==> config.mk <==
export PLATFORM = sky130hd
export DESIGN_NAME = ysyx_22050710_mem_stage
export DESIGN_NICKNAME = d
export VERILOG_FILES = /design/src/rtl/ysyx_22050710_mem_stage.sv
export SDC_FILE = /design/constraint.sdc
export NUM_CORES = 1
export LEC_CHECK = 0
export ABC_AREA = 1
export ABC_CLOCK_PERIOD_IN_PS = 11200
export CAP_MARGIN = 20
export CORE_AREA = 2 2 223 225
export DETAILED_ROUTE_END_ITERATION = 12
export DIE_AREA = 0 0 225 227
export GPL_TIMING_DRIVEN = 0
export MAX_ROUTING_LAYER = met4
export PLACE_DENSITY = 0.68
export REMOVE_ABC_BUFFERS = 1
export SLEW_MARGIN = 25
export SYNTH_ARGS = -nofsm -noshare
export SYNTH_HDL_FRONTEND = slang
export SYNTH_SLANG_ARGS = --single-unit
==> constraint.sdc <==
create_clock -name i_clk -period 11.2 [get_ports i_clk]
set_input_delay 1.12 -clock i_clk [delete_from_list [all_inputs] [get_ports i_clk]]
set_output_delay 1.12 -clock i_clk [all_outputs]
set_load 0.02 [all_outputs]
==> src/rtl/ysyx_22050710_mem_stage.sv <==
// Memory stage: accepts the execute bus, waits for the data SRAM response, aligns load data and forwards it to writeback.
// Bypass and load-pending signals go back to decode. A one-entry buffer holds a response that arrives while writeback is stalled.
module ysyx_22050710_mem_stage #(
  parameter int GPR_WD          = 64,
  parameter int GPR_ADDR_WD     = 5,
  parameter int CSR_WD          = 64,
  parameter int CSR_ADDR_WD     = 12,
  parameter int SRAM_DATA_WD    = 64,
  // The execute-bus fields below add up to 217 bits, so the bus is sized to carry all of them.
  parameter int ES_TO_MS_BUS_WD = 217,
  parameter int MS_TO_WS_BUS_WD = 147,
  parameter int BYPASS_BUS_WD   = 145
) (
  input  logic                       i_clk,
  input  logic                       i_rst,
  input  logic                       i_ws_allowin,
  output logic                       o_ms_allowin,
  input  logic                       i_es_to_ms_valid,
  input  logic [ES_TO_MS_BUS_WD-1:0] i_es_to_ms_bus,
  output logic                       o_ms_to_ws_valid,
  output logic [MS_TO_WS_BUS_WD-1:0] o_ms_to_ws_bus,
  output logic                       o_ms_to_ds_load_sel,
  output logic [BYPASS_BUS_WD-1:0]   o_ms_to_ds_bypass_bus,
  input  logic                       i_data_sram_data_ok,
  input  logic [SRAM_DATA_WD-1:0]    i_data_sram_rdata
);

  typedef enum logic {WAIT, HELD} buf_state_t;

  buf_state_t                 state, state_nxt;
  logic                       ms_valid;
  logic [ES_TO_MS_BUS_WD-1:0] payload;
  logic [SRAM_DATA_WD-1:0]    rdata_buf;

  logic [GPR_ADDR_WD-1:0] rd;
  logic [CSR_ADDR_WD-1:0] csr;
  logic                   gpr_wen, csr_wen, mem_ren, mem_wen, csr_inst_sel;
  logic [2:0]             mem_op;
  logic [CSR_WD-1:0]      csrrdata, csr_result;
  logic [GPR_WD-1:0]      alu_result;

  assign {rd, csr, gpr_wen, csr_wen, mem_ren, mem_wen, mem_op, csr_inst_sel,
          csrrdata, alu_result, csr_result} = payload;

  logic buf_valid, mem_acc, ms_ready_go, fire, capture;

  assign buf_valid        = (state == HELD);
  assign mem_acc          = mem_ren | mem_wen;
  assign ms_ready_go      = !mem_acc || i_data_sram_data_ok || buf_valid;
  assign o_ms_allowin     = !ms_valid || (ms_ready_go && i_ws_allowin);
  assign o_ms_to_ws_valid = ms_valid && ms_ready_go;
  assign fire             = o_ms_to_ws_valid && i_ws_allowin;
  // Only a live memory op can capture, so stale responses after reset are dropped.
  assign capture          = (state == WAIT) && ms_valid && mem_acc && i_data_sram_data_ok && !i_ws_allowin;

  always_ff @(posedge i_clk or posedge i_rst) begin
    if (i_rst) begin
      ms_valid <= 1'b0;
    end else if (o_ms_allowin) begin
      ms_valid <= i_es_to_ms_valid;
    end
  end

  always_ff @(posedge i_clk or posedge i_rst) begin
    if (i_rst) begin
      payload <= '0;
    end else if (i_es_to_ms_valid && o_ms_allowin) begin
      payload <= i_es_to_ms_bus;
    end
  end

  always_ff @(posedge i_clk or posedge i_rst) begin
    if (i_rst) begin
      state     <= WAIT;
      rdata_buf <= '0;
    end else begin
      state <= state_nxt;
      if (capture) rdata_buf <= i_data_sram_rdata;
    end
  end

  always_comb begin
    state_nxt = state;
    case (state)
      WAIT:    if (capture) state_nxt = HELD;
      HELD:    if (fire)    state_nxt = WAIT;
      default: state_nxt = WAIT;
    endcase
  end

  logic [SRAM_DATA_WD-1:0] mem_rdata, shifted;
  logic [GPR_WD-1:0]       load_result, gpr_wdata;

  assign mem_rdata = buf_valid ? rdata_buf : i_data_sram_rdata;
  assign shifted   = mem_rdata >> {alu_result[2:0], 3'b000};

  always_comb begin
    load_result = '0;
    case (mem_op)
      3'b000:  load_result = {{(GPR_WD-8){shifted[7]}}, shifted[7:0]};
      3'b001:  load_result = {{(GPR_WD-8){1'b0}}, shifted[7:0]};
      3'b010:  load_result = {{(GPR_WD-16){shifted[15]}}, shifted[15:0]};
      3'b011:  load_result = {{(GPR_WD-16){1'b0}}, shifted[15:0]};
      3'b100:  load_result = {{(GPR_WD-32){shifted[31]}}, shifted[31:0]};
      3'b101:  load_result = {{(GPR_WD-32){1'b0}}, shifted[31:0]};
      3'b110:  load_result = shifted[GPR_WD-1:0];
      default: load_result = '0;
    endcase
  end

  assign gpr_wdata = mem_ren      ? load_result :
                     csr_inst_sel ? csrrdata    : alu_result;

  assign o_ms_to_ws_bus      = {rd, csr, gpr_wen, csr_wen, gpr_wdata, csr_result};
  assign o_ms_to_ds_load_sel = ms_valid && mem_ren && !ms_ready_go;

  logic byp_en;
  assign byp_en = ms_valid && ms_ready_go && !mem_wen;

  assign o_ms_to_ds_bypass_bus = {
    (byp_en && gpr_wen) ? rd         : {GPR_ADDR_WD{1'b0}},
    (byp_en && gpr_wen) ? gpr_wdata  : {GPR_WD{1'b0}},
    (byp_en && csr_wen) ? csr        : {CSR_ADDR_WD{1'b0}},
    (byp_en && csr_wen) ? csr_result : {CSR_WD{1'b0}}
  };

endmodule

==> flow_metrics.env, run 1 <==
export IMPL_status="finished clean"
export IMPL_crit_required_ns=10.08
export IMPL_grt_pass1_wl_um=96100
export IMPL_critPathMaxStageDelay_ns=0.85
export IMPL_yosysSeqAreaShare=0.428
export IMPL_synthArstFlopShare=1.00
export IMPL_crit_slowest_cell="nand2_4"
export IMPL_rows=81
export IMPL_wl_per_cell_um=20.4
export IMPL_finalNetCount=2828
export IMPL_path_class="reg -> out"
export IMPL_ctsResizeCount=0
export IMPL_worstSetupStartpoint="buf_valid"
export IMPL_crit_chain="buf_16 > inv_4 > nand2_1 > nand3_1 > nand3_1 > nand3_2 > nand3_2 > nand2_4 > o21ai_0 > a21oi_1 > clkdlybuf4s50_1"
export IMPL_hold_viol=0
export IMPL_syn_inst=2137
export IMPL_cp_max_fo=65
export IMPL_rrSetupSlack_ns=7.98
export IMPL_vdd_ir_drop_max_v=0.000145
export IMPL_ys_ff_latch=283
export IMPL_synthTopCellsByArea="dfrtp_1 43%, a21oi_1 9.1%, nand2_1 8.5%"
export IMPL_worstReg2RegStart="payload[197]"
export IMPL_cp_top_family="simple AND/OR/NAND/NOR gates"
export IMPL_drive_above_1_share=0.0891
export IMPL_synth_edff_count=0
export IMPL_met2_usage=0.432
export IMPL_drtIter0Drc=1106
export IMPL_slew_headroom=0.352
export IMPL_drv_slew=0
export IMPL_grt_pass1_vias=16306
export IMPL_area_growth_pct=41.9
export IMPL_finalWirelength_um=65300
export IMPL_htreeDepth=2
export IMPL_final_cell_count_no_fill=3197
export IMPL_grt_util_all_layers=0.255
export IMPL_use_met3=0.0538
export IMPL_min_period_ns=6.57
export IMPL_post_synth_top_count_cell="nand2_1"
export IMPL_critPathCaptureType="output pin"
export IMPL_yosysTopAreaCellShare=0.428
export IMPL_antenna_found_initial=5
export IMPL_via_count=16498
export IMPL_path_buf_inv=3
export IMPL_synth_warnings=0
export IMPL_cts_root_buf="clkbuf_16"
export IMPL_io_pins=581
export IMPL_cp_depth=11
export IMPL_hp_class="reg -> reg"
export IMPL_synth_largest_area_cell="dfrtp_1"
export IMPL_cts_setup_buffers=0
export IMPL_grt_busiest_layer="met2"
export IMPL_timing_rr_end="payload[169]"
export IMPL_arrival_ns=5.45
export IMPL_power_density_nw_per_um2=272
export IMPL_final_core_util=0.484
export IMPL_cts_sinks=283
export IMPL_grt_max_degree=124
export IMPL_holdWs_ns=0.487
export IMPL_syn_area_per_cell_um2=7.75
export IMPL_cts_tree="yes"
export IMPL_synth_ff_type="dfrtp_1"
export IMPL_synth_cell_types=28
export IMPL_cp_start_kind="flop"
export IMPL_totalPowerFinal_mw=6.39
export IMPL_firstDrtPassIters=5
export IMPL_clk_pin_slew_ns=0.06
export IMPL_rsz0062_at_grt="false"
export IMPL_cts_hold_buf=0
export IMPL_fin_skew_ns=0.0164
export IMPL_synth_area_um2=16600
export IMPL_cap_violations=0
export IMPL_cp_endpoint="o_ms_to_ds_bypass_bus[139]"
export IMPL_drc=0
export IMPL_dieArea_um2=51100
export IMPL_die_h_um=227
export IMPL_worst_pin_slew_ns=0.972
export IMPL_setup_viol=0
export IMPL_cts_path_max_buffers=3
export IMPL_overflow=0
export IMPL_finalCritPeriodShare=0.587
export IMPL_placed_cells=3126
export IMPL_use_met1=0.291
export IMPL_dp_hpwl_um=48200
export IMPL_clock_latency_ns=0.56
export IMPL_place_area_um2=22300
export IMPL_fmax_ghz=0.152
export IMPL_globalplace_congestion=0.874
export IMPL_portBuffers=580
export IMPL_die_w_um=225
export IMPL_core_um2=48500
export IMPL_start_util=0.341
export IMPL_leakagePower_nw=10.8
export IMPL_synthTopCellsByCount="374 x nand2_1, 300 x a21oi_1, 283 x dfrtp_1, 236 x nor2_1, 190 x inv_1"
export IMPL_viasPerCell=5.16
export IMPL_rr_worst_depth=9
export IMPL_fin_area_um2=23500
export IMPL_ant_nets=0
export IMPL_cts_buffers=36
==> sequential cells by signal (all words and copies together) (netlist names) <==
signal,count
payload,217
rdata_buf,64
buf_valid,1
ms_valid,1
==> cells in the final DEF (no fill, tap or decap), types with 4 or more instances in the layout <==
cell type and n:
a21oi_1 300, clkbuf_1 8, clkdlybuf4s50_1 580, clkinv_2 6
buf_12 5, nand4_1 13, nand3_2 5, buf_16 11
nand3_1 180, o21ai_2 31, inv_1 186, nor2_1 236
clkbuf_8 5, buf_6 6, nand2_1 374, bufinv_16 4
diode_2 6, mux2_2 79, dfrtp_1 278, o211ai_1 39
o21ai_1 22, mux2_4 14, clkbuf_16 37, o21ai_0 118
==> how the worst min path moves through the flow <==
stage                        startpoint            end  slack, ns  depth (start not counted)
after floorplan           rdata_buf[49]  rdata_buf[49]       0.45                          2
after global placement    rdata_buf[32]  rdata_buf[32]       0.47                          2
after detailed placement   rdata_buf[8]   rdata_buf[8]       0.47                          2
after CTS                  rdata_buf[8]   rdata_buf[8]       0.49                          2
after global routing      rdata_buf[49]  rdata_buf[49]       0.50                          2
final                      rdata_buf[0]   rdata_buf[0]       0.49                          2
==> report_power, final <==
part           internal, mW  switching (mW)  total [mW]
clock                 0.734           0.482        1.22
combinational          1.38            2.09        3.47
sequential             1.43           0.275        1.70
==> layout make-up <==
class / count / area [µm²]
clock buffer: 50 / 1020
clock inverter: 15 / 190
multi-input combinational: 1423 / 7340
inverter: 193 / 744
sequential: 283 / 7100
timing repair buffer: 605 / 6310
fill: 4602 / 25100
tap: 622 / 778
antenna: 6 / 15.0
==> cells by family (layout without fill, tap and decap cells) <==
| kind of cell | after synthesis | in the layout | share of synthesized area |
|---|---|---|---|
| muxes | 95 | 95 | 0.0678 |
| buffers and inverters | 431 | 863 | 0.132 |
| DFF | 283 | 283 | 0.428 |
| AOI/OAI and AO/OA | 510 | 510 | 0.167 |
| and+or+nand+nor | 818 | 818 | 0.206 |
| other | 0 | 6 | 0 |
==> routing by layer <==
metal,share of wire,routed length (µm),up-vias
met5,0,0,-
met4,0.044,2880,0
met3,0.074,4820,152
met2,0.50,32400,730
met1,0.39,25200,7852
li1,-,-,7764
==> worst register-to-register path, cell delays in order (launching register included) <==
cell     delay, ns
dfrtp_4       0.82
nor2_1        0.13
nor2_1        0.16
nand2_1       0.11
nand2_1       0.08
nand2_2       0.10
nand2_8       0.25
buf_16        0.37
buf_16        0.57
mux2_2        0.49
==> through the flow <==
| stage | worst slack [ns] | setup TNS, ns |
|---|---|---|
| after floorplan | 2.27 | 0 |
| after global placement | -1.96 | -544.66 |
| after detailed placement | 5.19 | 0 |
| after CTS | 4.64 | 0 |
| after global routing | 4.35 | 0 |
| final | 4.63 | 0 |
(Power assumes the default switching activity.)
==> run 2, diff against run 1 <==
- ABC_CLOCK_PERIOD_IN_PS: 11200 -> 5900
- CORE_AREA: 2 2 223 225 -> 2 2 227 229
- DIE_AREA: 0 0 225 227 -> 0 0 229 231
- PLACE_DENSITY: 0.68 -> 0.69
- clock period: 11.2 -> 5.9 ns (I/O delays scaled with it)
==> run 2 against run 1 <==
Effect of this change:
- total power up 89%
- routed wire length up 2.0%
- largest power group unchanged
- clock power up 80%
- critical path depth unchanged
- clock-buffer cell count up 1
- utilization down 2.0 points
- critical endpoint is now o_ms_to_ds_bypass_bus[120]
- sequential share of layout area about the same
- die area up 3.6%
- combinational power up 91%
- flip-flop and latch count unchanged
==> flow_metrics.env, run 2 (synthesis results as in run 1) <==
export IMPL_cap_violations=0
export IMPL_leakagePower_nw=10.7
export IMPL_path_common_cell="nand2_1"
export IMPL_via_count=16579
export IMPL_clock_latency_ns=0.56
export IMPL_largest_register="payload"
export IMPL_drtIter0Drc=1382
export IMPL_start_util=0.327
export IMPL_rsz0062_at_grt="false"
export IMPL_crit_required_ns=5.31
export IMPL_cp_max_fo=65
export IMPL_grt_pass1_vias=16075
export IMPL_worst_pin_slew_ns=0.960
export IMPL_status="finished clean"
export IMPL_num_fill_cells=4940
export IMPL_htreeDepth=2
export IMPL_place_area_um2=22300
export IMPL_wl_per_cell_um=20.5
export IMPL_overflow=0
export IMPL_drc=0
export IMPL_die_w_um=229
export IMPL_fin_skew_ns=0.0235
export IMPL_globalplace_congestion=0.959
export IMPL_power_density_nw_per_um2=513
export IMPL_cts_sinks=283
export IMPL_grt_max_degree=122
export IMPL_dieArea_um2=52900
export IMPL_fin_area_um2=23500
export IMPL_totalPowerFinal_mw=12.1
export IMPL_cp_start_kind="flop"
export IMPL_reg_top3="payload x217, rdata_buf x64"
export IMPL_crit_slowest_cell="nand3_2"
export IMPL_grt_util_all_layers=0.252
export IMPL_area_growth_pct=42.1
export IMPL_core_um2=50700
export IMPL_fmax_ghz=0.186
export IMPL_io_pins=581
export IMPL_cts_hold_buf=0
export IMPL_drv_slew=0
export IMPL_cp_top_family="simple AND/OR/NAND/NOR gates"
export IMPL_drive_above_1_share=0.0896
export IMPL_critPathCaptureType="output pin"
export IMPL_final_cell_mix="580 x clkdlybuf4s50_1, 374 x nand2_1, 300 x a21oi_1"
export IMPL_slew_headroom=0.358
export IMPL_largest_register_ffs=217
export IMPL_clk_pin_slew_ns=0.06
export IMPL_finalWirelength_um=66600
export IMPL_hp_class="in -> async"
export IMPL_finalNetCount=2829
export IMPL_setup_viol=0
export IMPL_path_buf_inv=3
export IMPL_cts_path_max_buffers=3
export IMPL_final_common_cell="clkdlybuf4s50_1"
export IMPL_grt_pass1_wl_um=98700
export IMPL_final_core_util=0.464
export IMPL_cts_buffers=36
export IMPL_die_h_um=231
export IMPL_critPathMaxStageDelay_ns=0.68
export IMPL_ant_nets=0
export IMPL_tns_ns=0
export IMPL_firstDrtPassIters=5
export IMPL_rows=83
export IMPL_path_class="reg -> out"
export IMPL_cts_root_buf="clkbuf_16"
export IMPL_crit_chain="buf_12 > inv_4 > nand2_1 > nand2_1 > nand3_1 > nand2_1 > nand3_2 > nand2_1 > o21ai_2 > a21oi_1 > clkdlybuf4s50_1"
export IMPL_cts_tree="yes"
export IMPL_antenna_found_initial=6
export IMPL_vdd_ir_drop_max_v=0.000308
export IMPL_hold_viol=0
export IMPL_portBuffers=580
export IMPL_viasPerCell=5.09
export IMPL_arrival_ns=4.78
export IMPL_finalCritPeriodShare=0.910
export IMPL_dp_hpwl_um=49300
export IMPL_min_period_ns=5.37
-- run 2: cell count changes in the layout (fill, tap and decap cells not counted), moves of 2 or more --
cell,delta
buf_6,+2
clkbuf_8,+4
clkinvlp_4,-3
bufinv_16,-3
clkbuf_1,-2
clkinv_4,+2
-- run 2: area by class of cell --
type                       count  area, µm²  share of cell area
multi-input combinational   1423       7350               0.313
sequential                   283       7100               0.302
timing repair buffer         606       6310               0.268
clock buffer                  51       1050              0.0445
tap                          680        851              0.0362
inverter                     193        744              0.0316
clock inverter                12        108             0.00457
antenna                        7       17.5            0.000744
-- run 2: path summary, 6_finish.rpt --
path                          startpoint                    endpoint  slack [ns]  cells after the start
setup / recovery               buf_valid  o_ms_to_ds_bypass_bus[120]        0.53                     11
hold / removal                     i_rst                  payload[8]        0.37                      2
setup reg to reg            payload[197]                payload[187]        2.91                      9
hold reg to reg            rdata_buf[40]               rdata_buf[40]        0.48                      2
max in group asynchronous          i_rst                 payload[64]        4.72                      3
min in group i_clk         rdata_buf[40]               rdata_buf[40]        0.48                      2
-- run 2: through the flow --
| stage | setup slack [ns] | instances | hold slack (ns) |
|---|---|---|---|
| 4_1_cts | 0.128 | 3248 | 0.349 |
| 3_5_place_dp | 0.539 | 3185 | 0.470 |
| 3_3_place_gp | -6.73 | 3159 | 0.466 |
| 2_1_floorplan | -2.50 | 1899 | 0.448 |
| 5_1_grt | 0.234 | 3254 | 0.378 |
| 6_report | 0.529 | 3255 | 0.375 |
-- run 2: what timing repair did --
item	CTS	global route
setup buffers	0	0
resized for setup	1	1
setup endpoints to repair	2	2
pin swaps	0	1
-- run 2: per-layer routing --
| layer | routed length (µm) | up-vias | global-route usage |
|---|---|---|---|
| met2 | 32500 | 738 | 0.421 |
| met5 | 0 | - | - |
| met3 | 4910 | 120 | 0.0521 |
| met4 | 3020 | 0 | 0.111 |
| met1 | 26200 | 7955 | 0.292 |
| li1 | - | 7766 | - |
-- run 2: power breakdown --
group / internal, mW / switching (mW)
combinational: 2.62 / 4.02
sequential: 2.71 / 0.527
clock: 1.28 / 0.913
total: 6.61 / 5.46
==> run 3, diff against run 2 <==
- CAP_MARGIN: 20 -> 40
==> run 3 against run 2 <==
Effect of this change:
- hold slack better by 0.020 ns
- design area is 0.13% higher
- setup slack worse by 0.052 ns
- highest routed layer unchanged
==> flow_metrics.env, run 3 (synthesis results as in run 1) <==
export IMPL_io_pins=581
export IMPL_crit_chain="buf_12 > inv_4 > nand2_1 > nand3_1 > nand3_1 > nand3_2 > nand3_2 > buf_16 > nand2_8 > o21ai_0 > a21oi_1 > clkdlybuf4s50_1"
export IMPL_timing_rr_end="payload[187]"
export IMPL_cts_sinks=283
export IMPL_rrSetupSlack_ns=2.91
export IMPL_placed_cells=3187
export IMPL_htreeDepth=2
export IMPL_critPathCaptureType="output pin"
export IMPL_crit_required_ns=5.31
export IMPL_fin_area_um2=23600
export IMPL_dp_hpwl_um=49500
export IMPL_cts_tree="yes"
export IMPL_grt_util_all_layers=0.252
export IMPL_rr_worst_depth=9
export IMPL_vdd_ir_drop_max_v=0.000288
export IMPL_setup_viol=0
export IMPL_cp_start_kind="flop"
export IMPL_core_um2=50700
export IMPL_met3RoutedLength_um=5090
export IMPL_final_cell_count_no_fill=3252
export IMPL_totalPowerFinal_mw=12.1
export IMPL_seq_power_share=0.268
export IMPL_overflow=0
export IMPL_wl_met2_um=32500
export IMPL_clock_latency_ns=0.55
export IMPL_fmax_ghz=0.184
export IMPL_num_fill_cells=4961
export IMPL_drc=0
export IMPL_finalWirelength_um=66700
export IMPL_path_buf_inv=4
export IMPL_final_core_util=0.465
export IMPL_holdWs_ns=0.395
export IMPL_leakagePower_nw=10.8
export IMPL_hold_viol=0
export IMPL_globalplace_congestion=0.959
export IMPL_dieArea_um2=52900
export IMPL_pre_cts_slack_ns=0.583
export IMPL_drtIter0Drc=1246
export IMPL_viasPerCell=5.08
export IMPL_hp_class="in -> async"
export IMPL_worst_pin_slew_ns=0.794
export IMPL_largest_register="payload"
export IMPL_cap_violations=0
export IMPL_tns_ns=0
export IMPL_arrival_ns=4.83
export IMPL_area_growth_pct=42.3
export IMPL_die_w_um=229
export IMPL_path_class="reg -> out"
export IMPL_place_area_um2=22400
export IMPL_finalNetCount=2832
export IMPL_antenna_found_initial=6
export IMPL_grt_pass1_wl_um=98900
export IMPL_min_period_ns=5.42
export IMPL_grt_pass1_vias=16122
export IMPL_rows=83
export IMPL_drv_slew=0
export IMPL_wl_met1_um=26300
export IMPL_final_cell_mix="580 x clkdlybuf4s50_1, 374 x nand2_1, 300 x a21oi_1"
export IMPL_ant_nets=0
export IMPL_cts_hold_buf=0
export IMPL_combPwrFrac=0.550
export IMPL_wl_per_cell_um=20.5
export IMPL_via_count=16535
export IMPL_rsz0062_at_grt="false"
export IMPL_drive_above_1_share=0.0873
export IMPL_slew_headroom=0.470
export IMPL_swShare=0.450
export IMPL_internal_power_mw=6.65
export IMPL_portBuffers=580
export IMPL_firstDrtPassIters=7
export IMPL_fin_skew_ns=0.0118
export IMPL_clk_pin_slew_ns=0.06
export IMPL_cp_top_family="buffers and inverters"
export IMPL_final_common_cell="clkdlybuf4s50_1"
export IMPL_start_util=0.327
export IMPL_power_density_nw_per_um2=513
export IMPL_critPathMaxStageDelay_ns=0.70
export IMPL_crit_slowest_cell="clkdlybuf4s50_1"
export IMPL_cts_buffers=36
export IMPL_finalCritPeriodShare=0.919
export IMPL_reg_top3="payload x217, rdata_buf x64"
export IMPL_largest_register_ffs=217
export IMPL_clkPwrFrac=0.182
export IMPL_top_layer_used="met4"
export IMPL_grt_max_degree=122
export IMPL_cts_path_max_buffers=3
export IMPL_cts_root_buf="clkbuf_16"
export IMPL_worstReg2RegStart="payload[197]"
export IMPL_setup_slack_ns=0.477
export IMPL_cp_max_fo=65
export IMPL_status="finished clean"
export IMPL_p_switching_mw=5.44
export IMPL_die_h_um=231
## run 3: changes by cell type in the layout (fill, tap and decap cells not counted), moves of 2 or more
| cell | change |
|---|---|
| clkinv_4 | -2 |
| clkinv_2 | -7 |
| clkbuf_8 | -3 |
| clkbuf_1 | +4 |
| inv_6 | +2 |
## run 3: worst register-to-register path, cell delays in order (launching register included)
cell and delay, ns:
dfrtp_4 0.71, nor2_1 0.10, nor2_1 0.14, nand2_1 0.11
nand2_1 0.08, nand2_2 0.10, nand2_8 0.42, buf_16 0.35
buf_16 0.33, mux2_2 0.52
## run 3: repair_timing
| action | in CTS | in global routing |
|---|---|---|
| buffers inserted | 0 | 0 |
| endpoints found under the setup margin | 1 | 0 |
| gates resized for setup | 1 | 0 |
## run 3: worst max path at each step
stage / start / to / slack (ns) / depth (start not counted)
2_1_floorplan: i_rst / buf_valid / -2.50 / 1
3_3_place_gp: i_rst / payload[107] / -6.73 / 2
3_5_place_dp: buf_valid / o_ms_to_ds_bypass_bus[107] / 0.58 / 11
4_1_cts: buf_valid / o_ms_to_ds_bypass_bus[107] / 0.16 / 11
5_1_grt: buf_valid / o_ms_to_ds_bypass_bus[107] / 0.25 / 12
6_report: buf_valid / o_ms_to_ds_bypass_bus[107] / 0.48 / 12
## run 3: area by class of cell
cell class | count | area [µm²] | area share
multi-input combinational | 1423 | 7350 | 0.312
sequential | 283 | 7100 | 0.301
timing repair buffer | 609 | 6380 | 0.271
clock buffer | 53 | 1050 | 0.0444
tap | 680 | 851 | 0.0361
inverter | 193 | 744 | 0.0316
clock inverter | 5 | 86.3 | 0.00366
antenna | 6 | 15.0 | 0.000637
## run 3: metal layers
layer,vias up,GRT usage
met1,7917,0.290
met2,734,0.420
met3,110,0.0571
met5,-,-
li1,7774,-
met4,0,0.111
## run 3: power groups by stage
stage               Sequential (mW)  Clock (mW)  Combinational (mW)
finish                         3.24        2.20                6.65
global route                   3.33        2.34                7.19
CTS                            3.23        2.27                6.69
detailed placement             3.26           0                6.66
global placement               3.42           0                6.43
floorplan                      3.46           0                3.45
